[config.mk]
export PLATFORM = sky130hd
export DESIGN_NAME = demux_dispatch_ctrl
export DESIGN_NICKNAME = d
export VERILOG_FILES = /design/src/rtl/demux_ctrl_pkg.sv /design/src/rtl/rr_free_pick.sv /design/src/rtl/demux_dispatch_ctrl.sv
export SDC_FILE = /design/constraint.sdc
export NUM_CORES = 1
export LEC_CHECK = 0
export ABC_AREA = 1
export ABC_CLOCK_PERIOD_IN_PS = 5800
export CAP_MARGIN = 20
export CORE_UTILIZATION = 52
export DETAILED_ROUTE_END_ITERATION = 10
export MAX_ROUTING_LAYER = met4
export PLACE_DENSITY = 0.85
export SYNTH_ARGS = -nofsm -noshare
export SYNTH_HDL_FRONTEND = slang
export SYNTH_HIERARCHICAL = 1
export SYNTH_SLANG_ARGS = --single-unit
export TNS_END_PERCENT = 30
[constraint.sdc]
create_clock -name clk -period 5.8 [get_ports clk]
set_input_delay 0.58 -clock clk [delete_from_list [all_inputs] [get_ports clk]]
set_output_delay 0.58 -clock clk [all_outputs]
set_load 0.03 [all_outputs]
[src/rtl/demux_ctrl_pkg.sv]
// Shared types and constants for the 1-to-4 demux dispatch controller.
// Imported by the controller top and its free-slot picker.
package demux_ctrl_pkg;

  localparam int N_CH  = 4;
  localparam int IDX_W = 2;

  localparam logic MODE_RR  = 1'b0;
  localparam logic MODE_DIR = 1'b1;

  typedef enum logic [1:0] {
    RUN   = 2'd0,
    FLUSH = 2'd1,
    DONE  = 2'd2
  } state_e;

endpackage

[src/rtl/rr_free_pick.sv]
// Rotating-priority search for the first free slot starting at ptr.
// Purely combinational; any_o flags that at least one slot is free.
module rr_free_pick
  import demux_ctrl_pkg::*;
(
  input  logic [N_CH-1:0]  free_i,
  input  logic [IDX_W-1:0] ptr_i,
  output logic [IDX_W-1:0] idx_o,
  output logic             any_o
);

  logic [IDX_W-1:0] cand;

  // Scan from farthest offset down so the nearest free slot wins
  always_comb begin
    idx_o = '0;
    any_o = 1'b0;
    cand  = '0;
    for (int k = N_CH-1; k >= 0; k--) begin
      cand = ptr_i + IDX_W'(k);
      if (free_i[cand]) begin
        idx_o = cand;
        any_o = 1'b1;
      end
    end
  end

endmodule

[src/rtl/demux_dispatch_ctrl.sv]
// Sequencer for a 1-to-4 demux with one holding slot per channel.
// Round-robin or tag-directed routing, plus a flush/quiesce handshake.
module demux_dispatch_ctrl
  import demux_ctrl_pkg::*;
#(
  parameter int W = 8
) (
  input  logic              clk,
  input  logic              rst,
  input  logic              mode,
  input  logic              in_valid,
  input  logic [W-1:0]      in_data,
  input  logic [IDX_W-1:0]  in_dest,
  output logic              in_ready,
  output logic [N_CH-1:0]   out_valid,
  output logic [N_CH*W-1:0] out_data,
  input  logic [N_CH-1:0]   out_ready,
  output logic [IDX_W-1:0]  sel,
  input  logic              flush_req,
  output logic              flush_done,
  output logic [15:0]       acc_cnt
);

  state_e                 state_q;
  logic [N_CH-1:0]        slot_v_q;
  logic [N_CH-1:0]        slot_v_d;
  logic [N_CH-1:0][W-1:0] slot_d_q;
  logic [N_CH-1:0]        load_en;
  logic [N_CH-1:0]        drain;
  logic [IDX_W-1:0]       ptr_q;
  logic [IDX_W-1:0]       sel_q;
  logic [IDX_W-1:0]       rr_idx;
  logic [IDX_W-1:0]       tgt;
  logic                   rr_any;
  logic [15:0]            acc_cnt_q;
  logic                   flush_done_q;
  logic                   accept;

  rr_free_pick u_pick (
    .free_i (~slot_v_q),
    .ptr_i  (ptr_q),
    .idx_o  (rr_idx),
    .any_o  (rr_any)
  );

  // Target channel and ready, from registered slot state only
  always_comb begin
    tgt      = (mode == MODE_DIR) ? in_dest : rr_idx;
    in_ready = 1'b0;
    if (!rst && state_q == RUN && !flush_req) begin
      in_ready = (mode == MODE_RR) ? rr_any
                                   : !slot_v_q[in_dest];
    end
  end

  assign accept = in_valid & in_ready;

  // Demux the load strobe to slot enables; compute next occupancy
  always_comb begin
    load_en      = '0;
    load_en[tgt] = accept;
    drain        = slot_v_q & out_ready;
    slot_v_d     = (slot_v_q & ~drain) | load_en;
  end

  // Holding slots: fill on load, clear on consumer handshake
  always_ff @(posedge clk or posedge rst) begin
    if (rst) begin
      slot_v_q <= '0;
      slot_d_q <= '0;
    end else begin
      slot_v_q <= slot_v_d;
      for (int c = 0; c < N_CH; c++) begin
        if (load_en[c]) slot_d_q[c] <= in_data;
      end
    end
  end

  // Control FSM with registered pointer, select, count and done pulse
  always_ff @(posedge clk or posedge rst) begin
    if (rst) begin
      state_q      <= RUN;
      ptr_q        <= '0;
      sel_q        <= '0;
      acc_cnt_q    <= '0;
      flush_done_q <= 1'b0;
    end else begin
      flush_done_q <= 1'b0;
      unique case (state_q)
        RUN: begin
          if (flush_req) begin
            state_q <= FLUSH;
          end else if (accept) begin
            sel_q     <= tgt;
            acc_cnt_q <= acc_cnt_q + 16'd1;
            if (mode == MODE_RR) ptr_q <= tgt + 1'b1;
          end
        end
        FLUSH: begin
          if (slot_v_d == '0) begin
            state_q      <= DONE;
            flush_done_q <= 1'b1;
          end
        end
        DONE: begin
          ptr_q   <= '0;
          sel_q   <= '0;
          state_q <= flush_req ? FLUSH : RUN;
        end
        default: state_q <= RUN;
      endcase
    end
  end

  assign out_valid  = slot_v_q;
  assign out_data   = slot_d_q;
  assign sel        = sel_q;
  assign acc_cnt    = acc_cnt_q;
  assign flush_done = flush_done_q;

endmodule

==> key figures <==
Worst setup path
  • WP data arrival: around 2.6 ns
  • CP Max Fanout: 11
  • FF-to-FF End: state_q[0]
  • Register-to-register setup slack: 2.94 ns
  • Startpoint types: register
  • Worst r2r src: ptr_q[0]
  • Critical Path End Type: output port
  • Worst Path Required: 5.22 ns
  • Crit Path Class: reg2out
  • Cells on worst reg2reg path: 17

Drt
  • Initial DRC Count: 78
  • Pre-antenna DRT Iters: 4
  • Post-route DRC: 0
  • Wire per inst: around 13 microns
  • Final wirelength: between 6000 and 7000 microns
  • Vias per Instance: approximately 5
  • Vias post-DR: 2513
  • Post-DRT Antenna Nets: 0

Place
  • Buffers added on ports: between 70 and 80
  • Dpl ws: around 2.7 ns
  • GPL Wtd Cong: between 0.8 and 0.9
  • Post-DP HPWL: between 4000 and 5000 microns

CTS
  • CTS tree: built
  • Clk pin slew, worst setup/hold paths: roughly 0.060 ns
  • Maximum clock path buffer count: 2
  • Setup Buffers After CTS: 0
  • Clk_lat worst skew: between 0.3 and 0.4 ns
  • CTS resizes: 0
  • CTS Buf Count: 9
  • CTS sink cnt: 59
  • CTS Hold Buffers Added: 0
  • Maximum level of the CTS H-tree: 3
  • CTS root buffer: clkbuf_8

Logic synthesis
  • Post-synth EDFFs: 0
  • Syn Nets: around 370
  • Post-synthesis instance area: 2880 sq um
  • Syn Inst Count: 345
  • Post-synth cell types: 30
  • Main synth FF type: dfrtp_1
  • Seq/Total Area, Yosys: 0.513
  • Ys async rst share: 1.00
  • Avg Cell Area, Syn: 8.34 sq um
  • Yosys reg bits: 59
  • Synth warn: 6

Power and ir drop
  • Tot Pwr: 1.83 mW
  • Pwr dens: approximately 460 nW/um^2
  • Max IR drop VDD: 0.000293 V
  • Leakage power: 2.03 nW

Floorplan
  • Die height: about 76 microns
  • Area of the die: just under 6000 sq um
  • Starting Density: 0.553
  • Core area: approximately 5200 sq um
  • Die X: approximately 76 microns
  • Site row count: 26
  • I/O pin count: 75

Timing
  • Final-report hold violation count: 0
  • Setup ws final: around 2.6 ns
  • Slew margin rel.: 0.518
  • Max Fclk: 315 MHz
  • Setup Skew: a little over 0.009 ns
  • RSZ-0062 raised after global routing: no
  • Final Max Slew Viols: 0
  • Final setup fails: 0
  • Final worst-path cycle share: 0.547
  • Min Tclk post-route: between 3 and 4 ns
  • Slew @ Worst Pin: just over 0.7 ns
  • Setup Total Neg Slack: 0 ns
  • Hold slack: 0.474 ns

Finish
  • P&R area growth vs syn: 37.5%
  • Fraction of final layout cells sized beyond drive strength 1: 0.138
  • FILL cells: roughly 400
  • Post-layout net count: around 450
  • Fin util: 0.761
  • Antenna diodes: 0

Global routing
  • Remaining global-route overflow: 0
  • Vias in the first global route: about 2500
  • Gr usage total: 0.261
  • Initial antenna violation count: 0
  • Largest net degree at the start of global routing: 60
  • First-pass GRT wire length: between 10000 and 15000 microns

Min path
  • Min-Delay Path Class: reg2reg
  • Min-Delay Endpoint: out_data[7]
  • Hold Path Stages: 2
  • Hold wc startpoint: out_data[7]

Job
  • MaxCap Viol Count: 0

Run status
  • Outcome: finished clean
[sequential cells by signal, indices dropped and copies added, names as in the netlist]
register,count
out_data,32
flush_done,1
state_q,2
out_valid,4
sel,2
ptr_q,2
acc_cnt,16
[metrics by stage]
stage	instance area, sq um	cells
2_1_floorplan	2880	345
3_3_place_gp	3700	488
3_5_place_dp	3700	488
4_1_cts	3960	504
5_1_grt	3960	504
6_report	3960	504
[cells by family after synthesis]
| group | after synthesis | synth area share |
|---|---|---|
| simple gates | 213 | 0.340 |
| flops | 59 | 0.513 |
| buf+inv | 42 | 0.0582 |
| xor+xnor | 14 | 0.0426 |
| compound gates | 12 | 0.0248 |
| fa+ha+maj | 5 | 0.0217 |
[cells in the final DEF, fill, tap and decap left out, drive strengths merged]
cell type and count:
xnor2 7, nand3 14, nor4 1, nor3 2, xor2 7, clkbuf 12
or2 4, clkinv 1, and2 1, inv 40, o21ai 9, dfrtp 59
nand2 155, nor2 26, nand4 10, ha 5, clkdlybuf4s50 74, a21oi 2
bufinv 3, buf 1, o211ai 1
[critical path, cell delays in order (launching register included)]
cell             delay (ns)
dfrtp_1                0.58
inv_4                  0.07
nand2_2                0.08
and2_4                 0.14
inv_1                  0.05
nand3_1                0.07
inv_1                  0.05
nand2_2                0.05
nand3_2                0.07
nor2_4                 0.23
nand2_2                0.13
inv_1                  0.08
clkdlybuf4s50_1        0.66
[per-layer routing]
metal / vias to the layer above / track usage / wire [microns]
li1: 1224 / - / -
met1: 1194 / 0.307 / 2860
met2: 88 / 0.436 / 3390
met3: 7 / 0.0659 / 407
met4: 0 / 0.0865 / 85
met5: - / - / 0
[cells in the mapped netlist, types with 2 or more instances]
cell | instances | area share
ha_1 | 5 | 0.022
nand2_1 | 142 | 0.19
nor3_1 | 2 | 0.0035
inv_1 | 30 | 0.039
dfrtp_1 | 59 | 0.51
o21ai_0 | 7 | 0.012
a21oi_1 | 2 | 0.0035
nor2_1 | 21 | 0.027
nand4_2 | 4 | 0.017
or2_2 | 4 | 0.0087
nand3_2 | 2 | 0.0070
nand4_1 | 6 | 0.013
xnor2_1 | 7 | 0.021
inv_2 | 9 | 0.012
nor2_2 | 3 | 0.0065
xor2_1 | 7 | 0.021
nand2_2 | 12 | 0.026
nand3_1 | 11 | 0.019
[layout make-up]
cell class                      instances  area (sq um)  area share
Clock buffer                           12           165      0.0417
Clock inverter                          4          95.1      0.0240
Inverter                               40           153      0.0385
Multi-Input combinational cell        244          1230       0.312
Sequential cell                        59          1480       0.373
Tap cell                               70          87.6      0.0221
Timing Repair Buffer                   75           748       0.189
[power by group]
part	leakage [nW]	internal (mW)	total, mW	switching, mW
clock network	0.133	0.320	0.476	0.156
registers	0.782	0.525	0.614	0.0894
logic	1.12	0.291	0.738	0.447
[worst max-delay path by stage]
stage	startpoint	to	slack (ns)	cells past startpoint
global route	ptr_q[0]	in_ready	2.46	12
detailed placement	mode	in_ready	2.70	8
finish	ptr_q[0]	in_ready	2.62	12
floorplan	out_valid[1]	state_q[0]	3.35	19
CTS	ptr_q[0]	in_ready	2.61	12
global placement	mode	in_ready	2.76	8
No activity file was read; power rests on OpenSTA's default activity.
